[src/rtl/tri_span_writer_pkg.sv]
// Shared definitions for the triangle span writer: field widths, FSM states and
// the layout of a packed span word {y, x_start, x_end, colour}.
package tri_span_writer_pkg;

    localparam int unsigned X_W         = 8;
    localparam int unsigned Y_W         = 8;
    localparam int unsigned COLOR_W_DEF = 8;

    typedef enum logic [1:0] {
        IDLE = 2'd0,
        FILL = 2'd1,
        DONE = 2'd2
    } state_t;

    // Offsets measured from the top of the colour field, which sits at bit 0.
    localparam int unsigned XE_OFS     = 0;
    localparam int unsigned XS_OFS     = X_W;
    localparam int unsigned Y_OFS      = 2 * X_W;
    localparam int unsigned SPAN_HDR_W = Y_W + 2 * X_W;

endpackage

[src/rtl/tri_span_writer_if.sv]
// Span input handshake, pixel write port and status outputs of the span writer.
interface tri_span_writer_if
    import tri_span_writer_pkg::*;
#(
    parameter int unsigned COLOR_W = COLOR_W_DEF
);
    logic               span_valid_i;
    logic               span_ready_o;
    logic [Y_W-1:0]     span_y_i;
    logic [X_W-1:0]     span_x_start_i;
    logic [X_W-1:0]     span_x_end_i;
    logic [COLOR_W-1:0] span_color_i;

    logic               pix_we_o;
    logic               pix_ready_i;
    logic [X_W-1:0]     pix_x_o;
    logic [Y_W-1:0]     pix_y_o;
    logic [COLOR_W-1:0] pix_color_o;

    logic               busy_o;
    logic               span_done_o;
    logic [15:0]        pix_count_o;

    modport master (
        output span_valid_i, span_y_i, span_x_start_i, span_x_end_i, span_color_i,
        output pix_ready_i,
        input  span_ready_o, pix_we_o, pix_x_o, pix_y_o, pix_color_o,
        input  busy_o, span_done_o, pix_count_o
    );

    modport slave (
        input  span_valid_i, span_y_i, span_x_start_i, span_x_end_i, span_color_i,
        input  pix_ready_i,
        output span_ready_o, pix_we_o, pix_x_o, pix_y_o, pix_color_o,
        output busy_o, span_done_o, pix_count_o
    );

endinterface

[src/rtl/tri_span_writer_span_fifo2.sv]
// Two-entry FIFO of packed span words; pushes while full and pops while empty are ignored.
module span_fifo2 #(
    parameter int unsigned W = 32
) (
    input  logic         clk,
    input  logic         rst,
    input  logic         push,
    input  logic         pop,
    input  logic [W-1:0] din,
    output logic [W-1:0] dout,
    output logic         full,
    output logic         empty
);

    logic [W-1:0] mem [2];
    logic         wr_ptr;
    logic         rd_ptr;
    logic [1:0]   count;
    logic         do_push;
    logic         do_pop;

    assign full    = (count == 2'd2);
    assign empty   = (count == 2'd0);
    assign do_push = push && !full;
    assign do_pop  = pop && !empty;
    assign dout    = mem[rd_ptr];

    always_ff @(posedge clk or posedge rst) begin
        if (rst) begin
            mem[0] <= '0;
            mem[1] <= '0;
            wr_ptr <= 1'b0;
            rd_ptr <= 1'b0;
            count  <= '0;
        end else begin
            if (do_push) begin
                mem[wr_ptr] <= din;
                wr_ptr      <= ~wr_ptr;
            end
            if (do_pop) begin
                rd_ptr <= ~rd_ptr;
            end
            count <= count + 2'(do_push) - 2'(do_pop);
        end
    end

endmodule

[src/rtl/tri_span_writer.sv]
// Span writer: buffers up to two spans, clips them to HRES and emits one pixel
// write per cycle, with a per-span completion pulse and a running pixel count.
module tri_span_writer
    import tri_span_writer_pkg::*;
#(
    parameter int unsigned HRES    = 160,
    parameter int unsigned COLOR_W = COLOR_W_DEF
) (
    input logic              wb_clk_i,
    input logic              wb_rst_i,
    tri_span_writer_if.slave bus
);

    localparam int unsigned  SPAN_W = SPAN_HDR_W + COLOR_W;
    localparam logic [X_W:0] HRES_C = (X_W + 1)'(HRES);

    logic [SPAN_W-1:0]  head;
    logic               full;
    logic               empty;
    logic               push;
    logic               pop;
    logic [X_W-1:0]     head_xs;
    logic [X_W-1:0]     head_xe;
    logic [X_W:0]       head_end;

    state_t             state;
    logic [X_W:0]       cur_x;
    logic [X_W:0]       end_c;
    logic [Y_W-1:0]     y_r;
    logic [COLOR_W-1:0] color_r;
    logic               pix_we_r;
    logic               done_r;
    logic [15:0]        pix_cnt;

    assign push     = bus.span_valid_i && bus.span_ready_o;
    assign pop      = !empty && (state != FILL);
    assign head_xs  = head[COLOR_W + XS_OFS +: X_W];
    assign head_xe  = head[COLOR_W + XE_OFS +: X_W];
    assign head_end = ({1'b0, head_xe} > HRES_C) ? HRES_C : {1'b0, head_xe};

    span_fifo2 #(.W(SPAN_W)) u_fifo (
        .clk   (wb_clk_i),
        .rst   (wb_rst_i),
        .push  (push),
        .pop   (pop),
        .din   ({bus.span_y_i, bus.span_x_start_i, bus.span_x_end_i, bus.span_color_i}),
        .dout  (head),
        .full  (full),
        .empty (empty)
    );

    // IDLE and DONE share the pop path so spans stream back-to-back through DONE.
    always_ff @(posedge wb_clk_i or posedge wb_rst_i) begin
        if (wb_rst_i) begin
            state    <= IDLE;
            cur_x    <= '0;
            end_c    <= '0;
            y_r      <= '0;
            color_r  <= '0;
            pix_we_r <= 1'b0;
            done_r   <= 1'b0;
            pix_cnt  <= '0;
        end else begin
            done_r <= 1'b0;
            case (state)
                IDLE, DONE: begin
                    if (!empty) begin
                        cur_x   <= {1'b0, head_xs};
                        end_c   <= head_end;
                        y_r     <= head[COLOR_W + Y_OFS +: Y_W];
                        color_r <= head[COLOR_W-1:0];
                        if ({1'b0, head_xs} < head_end) begin
                            state    <= FILL;
                            pix_we_r <= 1'b1;
                        end else begin
                            state  <= DONE;
                            done_r <= 1'b1;
                        end
                    end else begin
                        state <= IDLE;
                    end
                end
                FILL: begin
                    if (bus.pix_ready_i) begin
                        pix_cnt <= pix_cnt + 16'd1;
                        if (cur_x + 1'b1 == end_c) begin
                            state    <= DONE;
                            pix_we_r <= 1'b0;
                            done_r   <= 1'b1;
                        end else begin
                            cur_x <= cur_x + 1'b1;
                        end
                    end
                end
                default: begin
                    state    <= IDLE;
                    pix_we_r <= 1'b0;
                end
            endcase
        end
    end

    assign bus.span_ready_o = !full && !wb_rst_i;
    assign bus.pix_we_o     = pix_we_r;
    assign bus.pix_x_o      = cur_x[X_W-1:0];
    assign bus.pix_y_o      = y_r;
    assign bus.pix_color_o  = color_r;
    assign bus.busy_o       = !empty || (state != IDLE);
    assign bus.span_done_o  = done_r;
    assign bus.pix_count_o  = pix_cnt;

endmodule

[src/flat_wrapper.sv]
// flat-port wrapper written by rule: the top's interface ports become plain ports
module tri_span_writer_flat import tri_span_writer_pkg::*;
#(
    parameter int unsigned HRES    = 160,
    parameter int unsigned COLOR_W = COLOR_W_DEF
)
  (wb_clk_i, wb_rst_i, bus_span_valid_i, bus_span_y_i, bus_span_x_start_i, bus_span_x_end_i, bus_span_color_i, bus_pix_ready_i, bus_span_ready_o, bus_pix_we_o, bus_pix_x_o, bus_pix_y_o, bus_pix_color_o, bus_busy_o, bus_span_done_o, bus_pix_count_o);
  tri_span_writer_if #(.COLOR_W(COLOR_W)) bus_i ();
  input logic wb_clk_i;
  input logic wb_rst_i;
  input wire logic [$bits(bus_i.span_valid_i)-1:0] bus_span_valid_i;
  input wire logic [$bits(bus_i.span_y_i)-1:0] bus_span_y_i;
  input wire logic [$bits(bus_i.span_x_start_i)-1:0] bus_span_x_start_i;
  input wire logic [$bits(bus_i.span_x_end_i)-1:0] bus_span_x_end_i;
  input wire logic [$bits(bus_i.span_color_i)-1:0] bus_span_color_i;
  input wire logic [$bits(bus_i.pix_ready_i)-1:0] bus_pix_ready_i;
  output wire logic [$bits(bus_i.span_ready_o)-1:0] bus_span_ready_o;
  output wire logic [$bits(bus_i.pix_we_o)-1:0] bus_pix_we_o;
  output wire logic [$bits(bus_i.pix_x_o)-1:0] bus_pix_x_o;
  output wire logic [$bits(bus_i.pix_y_o)-1:0] bus_pix_y_o;
  output wire logic [$bits(bus_i.pix_color_o)-1:0] bus_pix_color_o;
  output wire logic [$bits(bus_i.busy_o)-1:0] bus_busy_o;
  output wire logic [$bits(bus_i.span_done_o)-1:0] bus_span_done_o;
  output wire logic [$bits(bus_i.pix_count_o)-1:0] bus_pix_count_o;
  assign bus_i.span_valid_i = bus_span_valid_i;
  assign bus_i.span_y_i = bus_span_y_i;
  assign bus_i.span_x_start_i = bus_span_x_start_i;
  assign bus_i.span_x_end_i = bus_span_x_end_i;
  assign bus_i.span_color_i = bus_span_color_i;
  assign bus_i.pix_ready_i = bus_pix_ready_i;
  assign bus_span_ready_o = bus_i.span_ready_o;
  assign bus_pix_we_o = bus_i.pix_we_o;
  assign bus_pix_x_o = bus_i.pix_x_o;
  assign bus_pix_y_o = bus_i.pix_y_o;
  assign bus_pix_color_o = bus_i.pix_color_o;
  assign bus_busy_o = bus_i.busy_o;
  assign bus_span_done_o = bus_i.span_done_o;
  assign bus_pix_count_o = bus_i.pix_count_o;
  tri_span_writer #(.HRES(HRES), .COLOR_W(COLOR_W)) u_core (.wb_clk_i(wb_clk_i), .wb_rst_i(wb_rst_i), .bus(bus_i));
endmodule
[config.mk]
export PLATFORM = sky130hd
export DESIGN_NAME = tri_span_writer_flat
export DESIGN_NICKNAME = d
export VERILOG_FILES = /design/src/rtl/tri_span_writer_pkg.sv /design/src/rtl/tri_span_writer_if.sv /design/src/rtl/tri_span_writer_span_fifo2.sv /design/src/rtl/tri_span_writer.sv /design/src/flat_wrapper.sv
export SDC_FILE = /design/constraint.sdc
export NUM_CORES = 1
export LEC_CHECK = 0
export BUFFER_PORTS_ARGS = -buffer_cell sky130_fd_sc_hd__clkbuf_2
export CELL_PAD_IN_SITES_DETAIL_PLACEMENT = 0
export CELL_PAD_IN_SITES_GLOBAL_PLACEMENT = 1
export CORE_UTILIZATION = 49
export DETAILED_ROUTE_END_ITERATION = 6
export PLACE_DENSITY_LB_ADDON = 0.1
export SLEW_MARGIN = 20
export SYNTH_ARGS = -nofsm -noshare
export SYNTH_HDL_FRONTEND = slang
export SYNTH_SLANG_ARGS = --single-unit
[constraint.sdc]
create_clock -name wb_clk_i -period 11.7 [get_ports wb_clk_i]
set_clock_uncertainty 0.2 [all_clocks]
set_input_delay 1.17 -clock wb_clk_i [delete_from_list [all_inputs] [get_ports wb_clk_i]]
set_output_delay 1.17 -clock wb_clk_i [all_outputs]
set_load 0.03 [all_outputs]
-- Yosys cells after proc, flatten, opt, wreduce, memory -nomap -nowiden
Index checks and enable logic that the tools add are counted.
- divide/modulo/power cells: 0
- reduce and logical (&&, ||, !) cells: 20
- shifts and indexed selects: 0
- magnitude comparators: 5
- multiply operators: 0
- add/sub/neg operators: 4
- bitwise gates (word level): 5
- equality and inequality tests: 10
- muxes and demuxes: 26
- operators by type and width (operator ; number):
    $mux 32 ; 4
    $bwmux 64 ; 1
    $demux 32 s1 ; 1
    $mux 9 ; 3
    $pmux 9 s2 ; 1
    $add 16x1->16 const B ; 1
    $add 9x1->9 const B ; 1
    $eq 9x9->1 ; 1
    $lt 8x9->1 ; 1
    $gt 8x8->1 const B ; 1
    $mux 1 ; 8
    $mux 2 ; 4
    $mux 8 ; 1
    $reduce_and 4->1 ; 2
    $logic_and 1x1->1 ; 6
    $ne 2x1->1 const B ; 3
    $ne 2x2->1 const B ; 3
    $reduce_and 2->1 ; 3
    $eq 2x2->1 const B ; 2
    $ge 2x2->1 const B ; 2
    $logic_not 2->1 ; 2
    $not 1->2 ; 2
    $pmux 1 s2 ; 2
    $pmux 2 s2 ; 1
    9 further kinds ; 14
- bits in read-only memories: 0
- flip-flop bits (word level): 122
- memory bits (writable): 0
- bits of input ports: 36
- bits in latches: 0
- memories: 0
- word-level logic and storage cells: 83
- output and inout bits: 44

-- Longest topological paths before layout
Gate-level depths: netlist of the first run.
- depth in word-level cells: 10
- depth in mapped cells: 13
- depth with buffers taken out: 12

-- Cells and area by module
Synthesis of the first run repeated with hierarchy kept, for this count alone.
- cell total of the unflattened synthesis: 516
- area, all modules: 6057.1 µm²
- by module, submodules not included (module ; cells each ; seq. area each (µm²) ; times used ; area each (µm²)):
    span_fifo2 ; 190 ; 1701.6 ; 1 ; 3084.2
    tri_span_writer ; 326 ; 1326.3 ; 1 ; 2972.9

-- Worst setup path after synthesis of the first run
No wires, ideal clock.
- path type: input -> register
- from: in wb_rst_i
- to: reg u_core.u_fifo.mem[32] (netlist bit)
- path buffers: 1
- data arrival time: 2769 ps
- stages on the path: 5
- setup slack: 8607 ps
- path through: a21oi_1 -> nand2_1 -> nor2_1 -> buf_2 -> mux2_2
- word-level cells in the longest chain between the ends: 4
- ends and longest elaborated chain (what ; RTL line ; text):
    from (decl) ; flat_wrapper.sv:10 ; input logic wb_rst_i;
    $logic_not 1->1 (no source line) ; -- ;
    $logic_and 1x1->1 ; tri_span_writer.sv:103 ; assign bus.span_ready_o = !full && !wb_rst_i;
    $logic_and 1x1->1 ; tri_span_writer.sv:35 ; assign push = bus.span_valid_i && bus.span_ready_o;
    $logic_and 1x1->1 ; tri_span_writer_span_fifo2.sv:24 ; assign do_push = push && !full;
    to (signal, indexed assignment) ; tri_span_writer_span_fifo2.sv:37 ; mem[wr_ptr] <= din;
    to (decl) ; tri_span_writer_span_fifo2.sv:15 ; logic [W-1:0] mem [2];
Every way passes these cells.
A chain may end at the register's enable or synchronous reset.

-- Final worst setup path of the first run
- from: reg u_core.u_fifo.rd_ptr
- to: reg u_core.pix_we_r (netlist: u_core.bus.pix_we_o)
- word-level cells in the longest chain between the ends: 9
- ends and longest elaborated chain (what ; RTL line ; text):
    from (decl) ; tri_span_writer_span_fifo2.sv:17 ; logic rd_ptr;
    from (signal assigned) ; tri_span_writer_span_fifo2.sv:41 ; rd_ptr <= ~rd_ptr;
    $not 1->2 (implied by the code) (*) ; tri_span_writer_span_fifo2.sv:26 ; assign dout = mem[rd_ptr];
    $mux 32 (implied by the code) (*) (3 in a row) ; tri_span_writer_span_fifo2.sv:26 ;
    $gt 8x8->1 ; tri_span_writer.sv:39 ; assign head_end = ({1'b0, head_xe} > HRES_C) ? HRES_C : {1'b0, head_xe};
    $mux 8 ; tri_span_writer.sv:39 ;
    $lt 8x9->1 (*) ; tri_span_writer.sv:72 ; if ({1'b0, head_xs} < head_end) begin
    $ne 2x1->1 (no source line) (*) ; -- ;
    $reduce_and 4->1 (no source line) (*) ; -- ;
    to (signal assigned) ; tri_span_writer.sv:60 ; pix_we_r <= 1'b0;
    to (signal assigned) ; tri_span_writer.sv:74 ; pix_we_r <= 1'b1;
    to (signal assigned) ; tri_span_writer.sv:88 ; pix_we_r <= 1'b0;
    to (decl) ; tri_span_writer.sv:31 ; logic pix_we_r;
Mark *: on every way between the ends. The rest lies on a longest branch, timed or not. The select of a mux whose other input is x is not followed.

==> flow_summary.json, run 1 <==
{
  "worstSetupEndpointType": "flip-flop",
  "seq_power_share": 0.361,
  "routed-wl-met2_um": 5620,
  "io_pins": 80,
  "synth_adder_area_share": 0.0239,
  "final_cell_area_um2": 6800,
  "hold_ws_ps": 276,
  "overflow": 0,
  "rr_startpoint": "u_core.u_fifo.rd_ptr",
  "critPathMaxFanout": 39,
  "wl_met1_um": 5440,
  "yosysSeqAreaShare": 0.526,
  "r2r.worst_path.cells": 10,
  "clk-insertion-delay-late_ps": 420,
  "finalPower_mw": 2.15,
  "r2r_slack_ps": 7850,
  "clkPwrFrac": 0.245,
  "post-route-period-util": 0.329,
  "diodes": 0,
  "die_width_um": 110,
  "setup_viol": 0,
  "n_fill_cell": 1011,
  "finalMaxSlewViolations": 0,
  "htree_levels": 4,
  "muxShareOfSynthArea": 0.183,
  "synth_compound_area_frac": 0.0839,
  "drc": 0,
  "grt_pass1_wl_um": 19600,
  "fin_nets": 612,
  "post_cts_buffers": 0,
  "dieArea_um2": 12200,
  "synth_largest_area_cell": "dfrtp_1",
  "cts_hold_buf": 0,
  "status": "finished, final reports clean",
  "p_leak_nw": 3.16,
  "crit_arrival_ps": 4010,
  "combPwrFrac": 0.394,
  "area_delta_synth_final_pct": 18.1,
  "utilization": 0.595,
  "slew_headroom": 0.319,
  "min_path_cells": 1,
  "finalCriticalPeriod_ps": 3850,
  "portBuffers": 79,
  "grtUsageTotal": 0.205,
  "vias": 3946,
  "grt_max_degree": 65,
  "syn-instance-count": 496,
  "cts_tree": "built",
  "top_layer": "met4",
  "mappedNetlistNets": 543,
  "place_ws_ps": 7880,
  "maxCapViolations": 0,
  "drive_gt1_frac": 0.339,
  "path_class": "reg -> reg",
  "ys_top_cells_by_area": "dfrtp_1 53%, mux2_2 14%, mux2i_1 4.2%, nand2_1 3.1%, o21ai_0 3.0%",
  "fp.dieH_um": 110,
  "synth_edf_count": 0,
  "yosys_warnings": 0,
  "internal_power_mw": 1.34,
  "ys_seq_elements": 121,
  "cts_resized": 0,
  "cts_made_buffers": 17,
  "yosysMostFrequentCell": "dfrtp_1",
  "synth_top_family_by_area": "multiplexers",
  "first_iter_violations": 207,
  "worst_pin_slew_ps": 1020,
  "crit_required_ps": 11850,
  "wl_um": 11800,
  "vdd_drop_max_mv": 0.160,
  "startpoint_type": "flip-flop",
  "hold-path-endpoint": "u_core.bus.pix_count_o[15]",
  "hold_class": "reg -> reg",
  "setup_ws_ps": 7850,
  "synth.distinct_cells": 55,
  "clock-root-buffer": "clkbuf_16",
  "wl_met3_um": 598,
  "fmax_ghz": 0.260,
  "final_cell_count_no_fill": 719,
  "placed_cell_area_um2": 6200,
  "rsz0062_at_grt": "no",
  "holdCritStartpoint": "u_core.bus.pix_count_o[15]",
  "synth-simple-area-share": 0.106,
  "synth-async-reset-ratio": 1.00,
  "placed_cells": 689,
  "via_per_inst": 5.49,
  "netlist.area_leader.share": 0.526,
  "antenna_left": 0,
  "switching_power_mw": 0.815,
  "r2r_end": "u_core.bus.pix_we_o",
  "hold_viol": 0,
  "grt_pass1_vias": 3980,
  "fin_setup_tns_ps": 0,
  "core_um2": 11400,
  "start_util": 0.504,
  "power.density_nw_per_um2": 317,
  "dp_hpwl_um": 7770,
  "rows": 39,
  "swShare": 0.378,
  "first_pass_iters": 4,
  "wire_per_inst_um": 16.4,
  "synth_top_flop_cell": "dfrtp_1",
  "clk_pin_slew_ps": 50,
  "clockBufferDepth": 2,
  "clock_sinks": 121,
  "synth_common_cells": "121 x dfrtp_1, 72 x mux2_2, 48 x nand2_1, 35 x o21ai_0, 26 x nor2_1",
  "syn_avg_cell_area_um2": 11.6,
  "synth_xor_area_frac": 0.0426,
  "gp_congestion": 0.789,
  "antenna_found_initial": 0,
  "netlist_area_um2": 5760
}
## layout make-up
type / count / area (um2) / area share
timing repair buffer: 81 / 410 / 0.0604
sequential: 121 / 3030 / 0.446
tap: 143 / 179 / 0.0263
inverter: 11 / 43.8 / 0.00644
clock buffer: 23 / 478 / 0.0703
clock inverter: 7 / 118 / 0.0173
multi-input combinational: 333 / 2540 / 0.374
## critical path, cell delays in order (launching register included)
cell and delay (ps):
dfrtp_2 1030, mux2i_1 470, a21oi_1 160, or2_2 340, ha_1 310, a21o_1 180, a21o_1 170, a221oi_1 310
o21ai_0 240, nor2_1 150, o221a_2 190
## power groups by stage
| stage | clock (mW) | combinational (mW) | sequential, mW |
|---|---|---|---|
| finish | 0.527 | 0.848 | 0.778 |
| global route | 0.553 | 0.941 | 0.805 |
| CTS | 0.535 | 0.858 | 0.779 |
| detailed placement | 0 | 0.853 | 0.783 |
| global placement | 0 | 0.827 | 0.775 |
| floorplan | 0 | 0.640 | 0.787 |
## worst max path at each step
stage / slack (ps) / to / start / cells past startpoint
floorplan: 7120 / u_core.bus.pix_color_o[0] / wb_rst_i / 1
finish: 7850 / u_core.bus.pix_we_o / u_core.u_fifo.rd_ptr / 10
global route: 7530 / u_core.bus.pix_we_o / u_core.u_fifo.rd_ptr / 10
global placement: 7960 / u_core.bus.pix_we_o / u_core.u_fifo.rd_ptr / 11
detailed placement: 7880 / u_core.bus.pix_we_o / u_core.u_fifo.rd_ptr / 11
CTS: 7850 / u_core.bus.pix_we_o / u_core.u_fifo.rd_ptr / 11
## placed cells by master (no fill, tap or decap), types with 9 or more instances in the layout
master	Yosys	layout
dfrtp_1	121	120
clkbuf_2	0	79
mux2_2	72	72
nand2_1	48	48
o21ai_0	35	35
nor2_1	26	25
mux2i_1	24	24
xnor2_1	18	18
clkbuf_16	0	17
ha_1	11	11
inv_1	11	10
xor2_1	10	10
nand3_1	10	9
## logic make-up (layout without fill, tap and decap cells)
group,Yosys count,count (layout)
and+or+nand+nor,124,124
DFF,121,121
muxes,96,96
AOI/OAI and AO/OA,74,74
buffers and inverters,42,122
xor gates and xnor gates,28,28
adders and majority gates,11,11
## sequential cells by signal, indices dropped and copies added, names as in the netlist
| register | count |
|---|---|
| u_core.cur_x | 9 |
| u_core.u_fifo.rd_ptr | 1 |
| u_core.u_fifo.count | 2 |
| u_core.u_fifo.wr_ptr | 1 |
| u_core.bus.pix_y_o | 8 |
| u_core.bus.pix_count_o | 16 |
| u_core.state | 2 |
| u_core.end_c | 8 |
| u_core.bus.pix_color_o | 8 |
| u_core.bus.span_done_o | 1 |
| u_core.bus.pix_we_o | 1 |
| u_core.u_fifo.mem | 64 |
## routing by layer
metal,vias up,global-route usage
met5,-,0
met4,0,0.0773
met3,10,0.0620
met2,82,0.321
met1,1959,0.269
li1,1895,-
(Power assumes the default switching activity.)
==> run 2: changes to the inputs <==
--- a/config.mk
+++ b/config.mk
@@ -8,7 +8,7 @@
 export BUFFER_PORTS_ARGS = -buffer_cell sky130_fd_sc_hd__clkbuf_2
 export CELL_PAD_IN_SITES_DETAIL_PLACEMENT = 0
 export CELL_PAD_IN_SITES_GLOBAL_PLACEMENT = 1
-export CORE_UTILIZATION = 49
+export CORE_UTILIZATION = 41
 export DETAILED_ROUTE_END_ITERATION = 6
 export PLACE_DENSITY_LB_ADDON = 0.1
 export SLEW_MARGIN = 20
==> constraint.sdc (replaced) <==
create_clock -name wb_clk_i -period 3.3 [get_ports wb_clk_i]
set_clock_uncertainty 0.2 [all_clocks]
set_input_delay 0.33 -clock wb_clk_i [delete_from_list [all_inputs] [get_ports wb_clk_i]]
set_output_delay 0.33 -clock wb_clk_i [all_outputs]
set_load 0.03 [all_outputs]
==> run 2 against run 1 <==
Compared with the run above:
- worst setup slack got worse by 7600 ps
- largest power group unchanged
- flip-flop and latch count unchanged
- critical path depth increased by 1
- final cell count increased by 11%
- clock-buffer cell count increased by 2
- combinational power increased to 3.8 times the previous value
- cell area increased by 7.5%
- first-iteration DRC count decreased by 21%
- clock power increased to 3.6 times the previous value
- worst hold slack got worse by 170 ps
==> flow_summary.json, run 2 (synthesis results as in run 1) <==
{
  "critPathMaxFanout": 8,
  "antenna_left": 0,
  "fin_setup_tns_ps": 0,
  "placed_cell_area_um2": 6350,
  "holdCritStartpoint": "bus_span_valid_i",
  "hold-path-endpoint": "u_core.u_fifo.wr_ptr",
  "cts_tree": "built",
  "final_cell_area_um2": 7310,
  "drc": 0,
  "vdd_drop_max_mv": 0.424,
  "die_width_um": 121,
  "core_um2": 13500,
  "portBuffers": 79,
  "multi_input_area_um2": 2540,
  "worst_pin_slew_ps": 617,
  "status": "finished, final reports clean",
  "r2r.worst_path.cells": 11,
  "fin_nets": 656,
  "top_layer": "met4",
  "grtUsageTotal": 0.192,
  "wire_per_inst_um": 15.9,
  "first_iter_violations": 163,
  "hold_class": "in -> reg",
  "wl_met1_um": 5990,
  "post_cts_buffers": 0,
  "wl_um": 12700,
  "antenna_found_initial": 0,
  "largest_reg_flops": 64,
  "dp_hpwl_um": 8670,
  "start_util": 0.428,
  "finalCriticalPeriod_ps": 3090,
  "rsz0062_at_grt": "no",
  "finalMaxSlewViolations": 0,
  "grt_pass1_vias": 4165,
  "placed_cells": 733,
  "fp.dieH_um": 121,
  "via_per_inst": 5.09,
  "clk-insertion-delay-late_ps": 410,
  "r2r_slack_ps": 210,
  "layout.area.seq_um2": 3030,
  "hold_ws_ps": 109,
  "place_ws_ps": 91.6,
  "power.density_nw_per_um2": 1070,
  "layout_commonest_cell": "dfrtp_1",
  "setup_ws_ps": 209,
  "overflow": 0,
  "diodes": 0,
  "n_fill_cell": 1210,
  "crit_required_ps": 3440,
  "clk_pin_slew_ps": 50,
  "io_pins": 80,
  "grt_max_degree": 62,
  "clock_sinks": 121,
  "crit_arrival_ps": 3240,
  "gp_congestion": 0.779,
  "wl_met3_um": 528,
  "cts_made_buffers": 17,
  "maxCapViolations": 0,
  "slew_headroom": 0.588,
  "r2r_end": "u_core.bus.pix_we_o",
  "grt_pass1_wl_um": 21300,
  "htree_levels": 4,
  "path_class": "reg -> reg",
  "dieArea_um2": 14500,
  "rows": 42,
  "rr_startpoint": "u_core.u_fifo.rd_ptr",
  "clockBufferDepth": 2,
  "fmax_ghz": 0.323,
  "setup_viol": 0,
  "hold_viol": 0,
  "clock-root-buffer": "clkbuf_16",
  "worstSetupEndpointType": "flip-flop",
  "p_leak_nw": 3.37,
  "first_pass_iters": 4,
  "largest_register": "u_core.u_fifo.mem",
  "startpoint_type": "flip-flop",
  "vias": 4060,
  "routed-wl-met2_um": 6010,
  "min_path_cells": 3,
  "final_cell_count_no_fill": 798,
  "drive_gt1_frac": 0.334,
  "mostFrequentLayoutCells": "120 x dfrtp_1, 79 x clkbuf_2, 72 x mux2_2",
  "area_delta_synth_final_pct": 26.9,
  "post-route-period-util": 0.937
}
-- run 2: cell count changes in the layout (fill, tap and decap cells not counted), sizes merged --
cell,previous run,this run
clkbuf,102,104
inv,11,10
buf,2,13
dlygate4sd3,0,33
clkinvlp,0,2
clkinv,4,3
-- run 2: worst max path at each step --
stage | slack (ps) | to | cells after the start | startpoint
2_1_floorplan | 340 | u_core.bus.pix_we_o | 12 | u_core.u_fifo.rd_ptr
5_1_grt | 3 | u_core.bus.pix_we_o | 12 | u_core.u_fifo.mem[9]
6_report | 210 | u_core.bus.pix_we_o | 11 | u_core.u_fifo.rd_ptr
3_5_place_dp | 90 | u_core.bus.pix_we_o | 12 | u_core.u_fifo.rd_ptr
3_3_place_gp | 110 | u_core.bus.pix_we_o | 12 | u_core.u_fifo.rd_ptr
4_1_cts | 80 | u_core.bus.pix_we_o | 12 | u_core.u_fifo.rd_ptr
-- run 2: critical path, cell delays in order (launching register included) --
cell	delay (ps)
dfrtp_2	460
mux2_2	370
nand3_1	70
a21oi_1	130
or2_2	340
ha_1	310
a21o_1	180
a21o_1	160
a221oi_1	340
o21ai_1	170
nor2_1	110
o221a_2	180
-- run 2: power by group --
group	switching (mW)	internal, mW	leakage [nW]
Clock	0.625	1.28	0.303
Sequential	0.507	2.17	1.47
Combinational	1.80	1.44	1.59
-- run 2: area by class of cell --
type / instances / share of cell area
clock buffer: 25 / 0.0692
clock inverter: 7 / 0.0154
inverter: 11 / 0.00616
multi-input combinational: 333 / 0.348
sequential: 121 / 0.414
tap: 176 / 0.0301
timing repair buffer: 125 / 0.117
-- run 2: metrics by stage --
| stage | utilization | total power [mW] |
|---|---|---|
| after detailed placement | 0.472 | 5.91 |
| after global placement | 0.472 | 5.81 |
| after CTS | 0.543 | 7.89 |
| after global routing | 0.543 | 8.39 |
| final | 0.543 | 7.81 |
| after floorplan | - | 5.06 |
-- run 2: per-layer routing --
metal	global-route usage	up-vias
li1	-	1975
met1	0.256	1991
met2	0.302	79
met3	0.0443	15
met4	0.0748	0
met5	0	-
-- run 2: repair_timing --
| item | 4_1_cts | 5_1_grt |
|---|---|---|
| resized for setup | 0 | 3 |
| endpoints found under the setup margin | 0 | 4 |
| endpoints found under the hold margin | 90 | 0 |
| hold buffers | 33 | 0 |
==> run 3: changes to the inputs <==
--- a/config.mk
+++ b/config.mk
@@ -6,12 +6,11 @@
 export NUM_CORES = 1
 export LEC_CHECK = 0
 export BUFFER_PORTS_ARGS = -buffer_cell sky130_fd_sc_hd__clkbuf_2
-export CELL_PAD_IN_SITES_DETAIL_PLACEMENT = 0
-export CELL_PAD_IN_SITES_GLOBAL_PLACEMENT = 1
-export CORE_UTILIZATION = 41
+export CORE_UTILIZATION = 52
 export DETAILED_ROUTE_END_ITERATION = 6
-export PLACE_DENSITY_LB_ADDON = 0.1
+export PLACE_DENSITY = 0.76
 export SLEW_MARGIN = 20
 export SYNTH_ARGS = -nofsm -noshare
 export SYNTH_HDL_FRONTEND = slang
 export SYNTH_SLANG_ARGS = --single-unit
+export TNS_END_PERCENT = 50
==> constraint.sdc (replaced) <==
create_clock -name wb_clk_i -period 3.3 [get_ports wb_clk_i]
set_clock_uncertainty 0.2 [all_clocks]
set_input_delay 0.66 -clock wb_clk_i [delete_from_list [all_inputs] [get_ports wb_clk_i]]
set_output_delay 0.66 -clock wb_clk_i [all_outputs]
set_load 0.03 [all_outputs]
==> run 3 against run 2 <==
Compared with the run above:
- sequential power hardly changed
- fmax is 1.8% lower
- first-iteration DRC count is 34% higher
- register-to-register slack worse by 60 ps
- utilization is 9.4 points higher
- total power is 1.9% lower
- sequential share of layout area is 2.6 points higher
- final cell count is 8.4% lower
- worst setup slack worse by 58 ps
- critical path depth stayed put
- routed wire length is 3.9% lower
- critical path type unchanged
- largest cell class unchanged
- highest routed layer unchanged
==> flow_summary.json, run 3 (synthesis results as in run 1) <==
{
  "status": "finished, final reports clean",
  "layout_commonest_cell": "dfrtp_1",
  "holdCritStartpoint": "bus_span_x_start_i[4]",
  "grt_max_degree": 70,
  "utilization": 0.637,
  "cts_tree": "built",
  "diodes": 0,
  "place_ws_ps": 138,
  "via_per_inst": 5.61,
  "clk_pin_slew_ps": 60,
  "clk-insertion-delay-late_ps": 520,
  "finalPower_mw": 7.66,
  "antenna_found_initial": 0,
  "vias": 4103,
  "crit_arrival_ps": 3410,
  "area_delta_synth_final_pct": 19.4,
  "dieArea_um2": 11500,
  "layout.area.seq_um2": 3030,
  "grt_pass1_vias": 4181,
  "wire_per_inst_um": 16.7,
  "path_class": "reg -> reg",
  "multi_input_area_um2": 2550,
  "largest_register": "u_core.u_fifo.mem",
  "maxCapViolations": 0,
  "fmax_ghz": 0.318,
  "grt-busiest-layer": "met2",
  "fin_nets": 627,
  "die_width_um": 107,
  "hold_class": "in -> reg",
  "mostFrequentLayoutCells": "120 x dfrtp_1, 79 x clkbuf_2, 72 x mux2_2",
  "critPathMaxFanout": 10,
  "start_util": 0.534,
  "n_fill_cell": 836,
  "clockBufferDepth": 2,
  "worst_pin_slew_ps": 866,
  "portBuffers": 79,
  "p_leak_nw": 3.20,
  "rows": 38,
  "vdd_drop_max_mv": 0.535,
  "finalCriticalPeriod_ps": 3150,
  "grt_use_met3": 0.0663,
  "htree_levels": 4,
  "rr_startpoint": "u_core.u_fifo.rd_ptr",
  "fp.dieH_um": 107,
  "clock-root-buffer": "clkbuf_8",
  "grtUsageTotal": 0.227,
  "setup_viol": 0,
  "cts_made_buffers": 17,
  "clock_sinks": 121,
  "crit_path_start": "u_core.u_fifo.rd_ptr",
  "hold_viol": 0,
  "setup_ws_ps": 150,
  "final_cell_count_no_fill": 731,
  "largest_reg_flops": 64,
  "finalMaxSlewViolations": 0,
  "cp-endpoint": "u_core.bus.pix_we_o",
  "use_met1": 0.279,
  "core_um2": 10800,
  "r2r_end": "u_core.bus.pix_we_o",
  "grt_pass1_wl_um": 20000,
  "first_pass_iters": 4,
  "power.density_nw_per_um2": 1110,
  "overflow": 0,
  "r2r_slack_ps": 150,
  "wl_um": 12200,
  "dp_hpwl_um": 8230,
  "grtUsageMet2": 0.370,
  "post-route-period-util": 0.954,
  "r2r.worst_path.cells": 11,
  "placed_cells": 696,
  "io_pins": 80,
  "first_iter_violations": 219,
  "startpoint_type": "flip-flop",
  "slew_headroom": 0.422,
  "drc": 0,
  "gp_congestion": 0.885,
  "drive_gt1_frac": 0.354,
  "antenna_left": 0,
  "crit_required_ps": 3560,
  "worstSetupEndpointType": "flip-flop"
}
-- run 3: changes by cell type in the layout (fill, tap and decap cells not counted) --
| cell | change |
|---|---|
| clkbuf_1 | +1 |
| clkinvlp_4 | +1 |
| buf_12 | -1 |
| buf_8 | -1 |
| buf_4 | +5 |
| dlygate4sd3_1 | -32 |
| nor4_2 | +1 |
| clkbuf_16 | -1 |
| nor4_1 | -1 |
| clkinv_4 | +1 |
| bufinv_16 | -1 |
| clkbuf_8 | -3 |
-- run 3: worst min-delay path by stage --
stage | to | slack [ps] | cells after the start
2_1_floorplan | u_core.u_fifo.count[1] | 270 | 1
3_3_place_gp | u_core.bus.pix_count_o[15] | 260 | 1
3_5_place_dp | u_core.bus.pix_color_o[7] | 280 | 2
4_1_cts | u_core.u_fifo.mem[52] | 170 | 2
5_1_grt | u_core.u_fifo.mem[17] | 180 | 2
6_report | u_core.u_fifo.mem[52] | 190 | 2
-- run 3: metal layers --
| metal | wire [um] | part of all wire |
|---|---|---|
| met5 | 0 | 0 |
| met4 | 315 | 0.026 |
| met3 | 760 | 0.062 |
| met2 | 6040 | 0.49 |
| met1 | 5100 | 0.42 |
-- run 3: area by class of cell --
cell class | count | area share
flip-flops and latches | 121 | 0.441
multi-input cells | 333 | 0.370
repair buffers | 96 | 0.0783
clock buffers | 22 | 0.0644
well taps | 140 | 0.0255
clock inverters | 8 | 0.0144
inverters | 11 | 0.00655
-- run 3: power breakdown --
part	leakage, nW	switching (mW)	internal, mW
registers	1.47	0.531	2.17
logic	1.47	1.82	1.44
clock network	0.261	0.623	1.08
-- run 3: metrics by stage --
step	TNS (ps)	hold slack, ps	instance area, um2
2_1_floorplan	0	267	5760
4_1_cts	0	172	6840
6_report	0	189	6880
3_3_place_gp	0	261	6290
5_1_grt	-3.58	183	6880
3_5_place_dp	0	275	6290
-- run 3: timing repair --
action	4_1_cts	5_1_grt
hold endpoints to repair	4	0
gates resized for setup	0	2
endpoints found under the setup margin	0	3
buffers inserted	0	4
hold buffers	1	0
-- run 3: worst max-delay path, stage by stage, from the launching register on --
cell and delay, ps:
dfrtp_2 480, mux2_2 370, nand3_1 70, a21oi_1 130, or2_2 340, ha_1 320
a21o_1 190, a21o_1 190, a221oi_1 300, o21ai_1 180, nor2_1 140, o221a_2 200
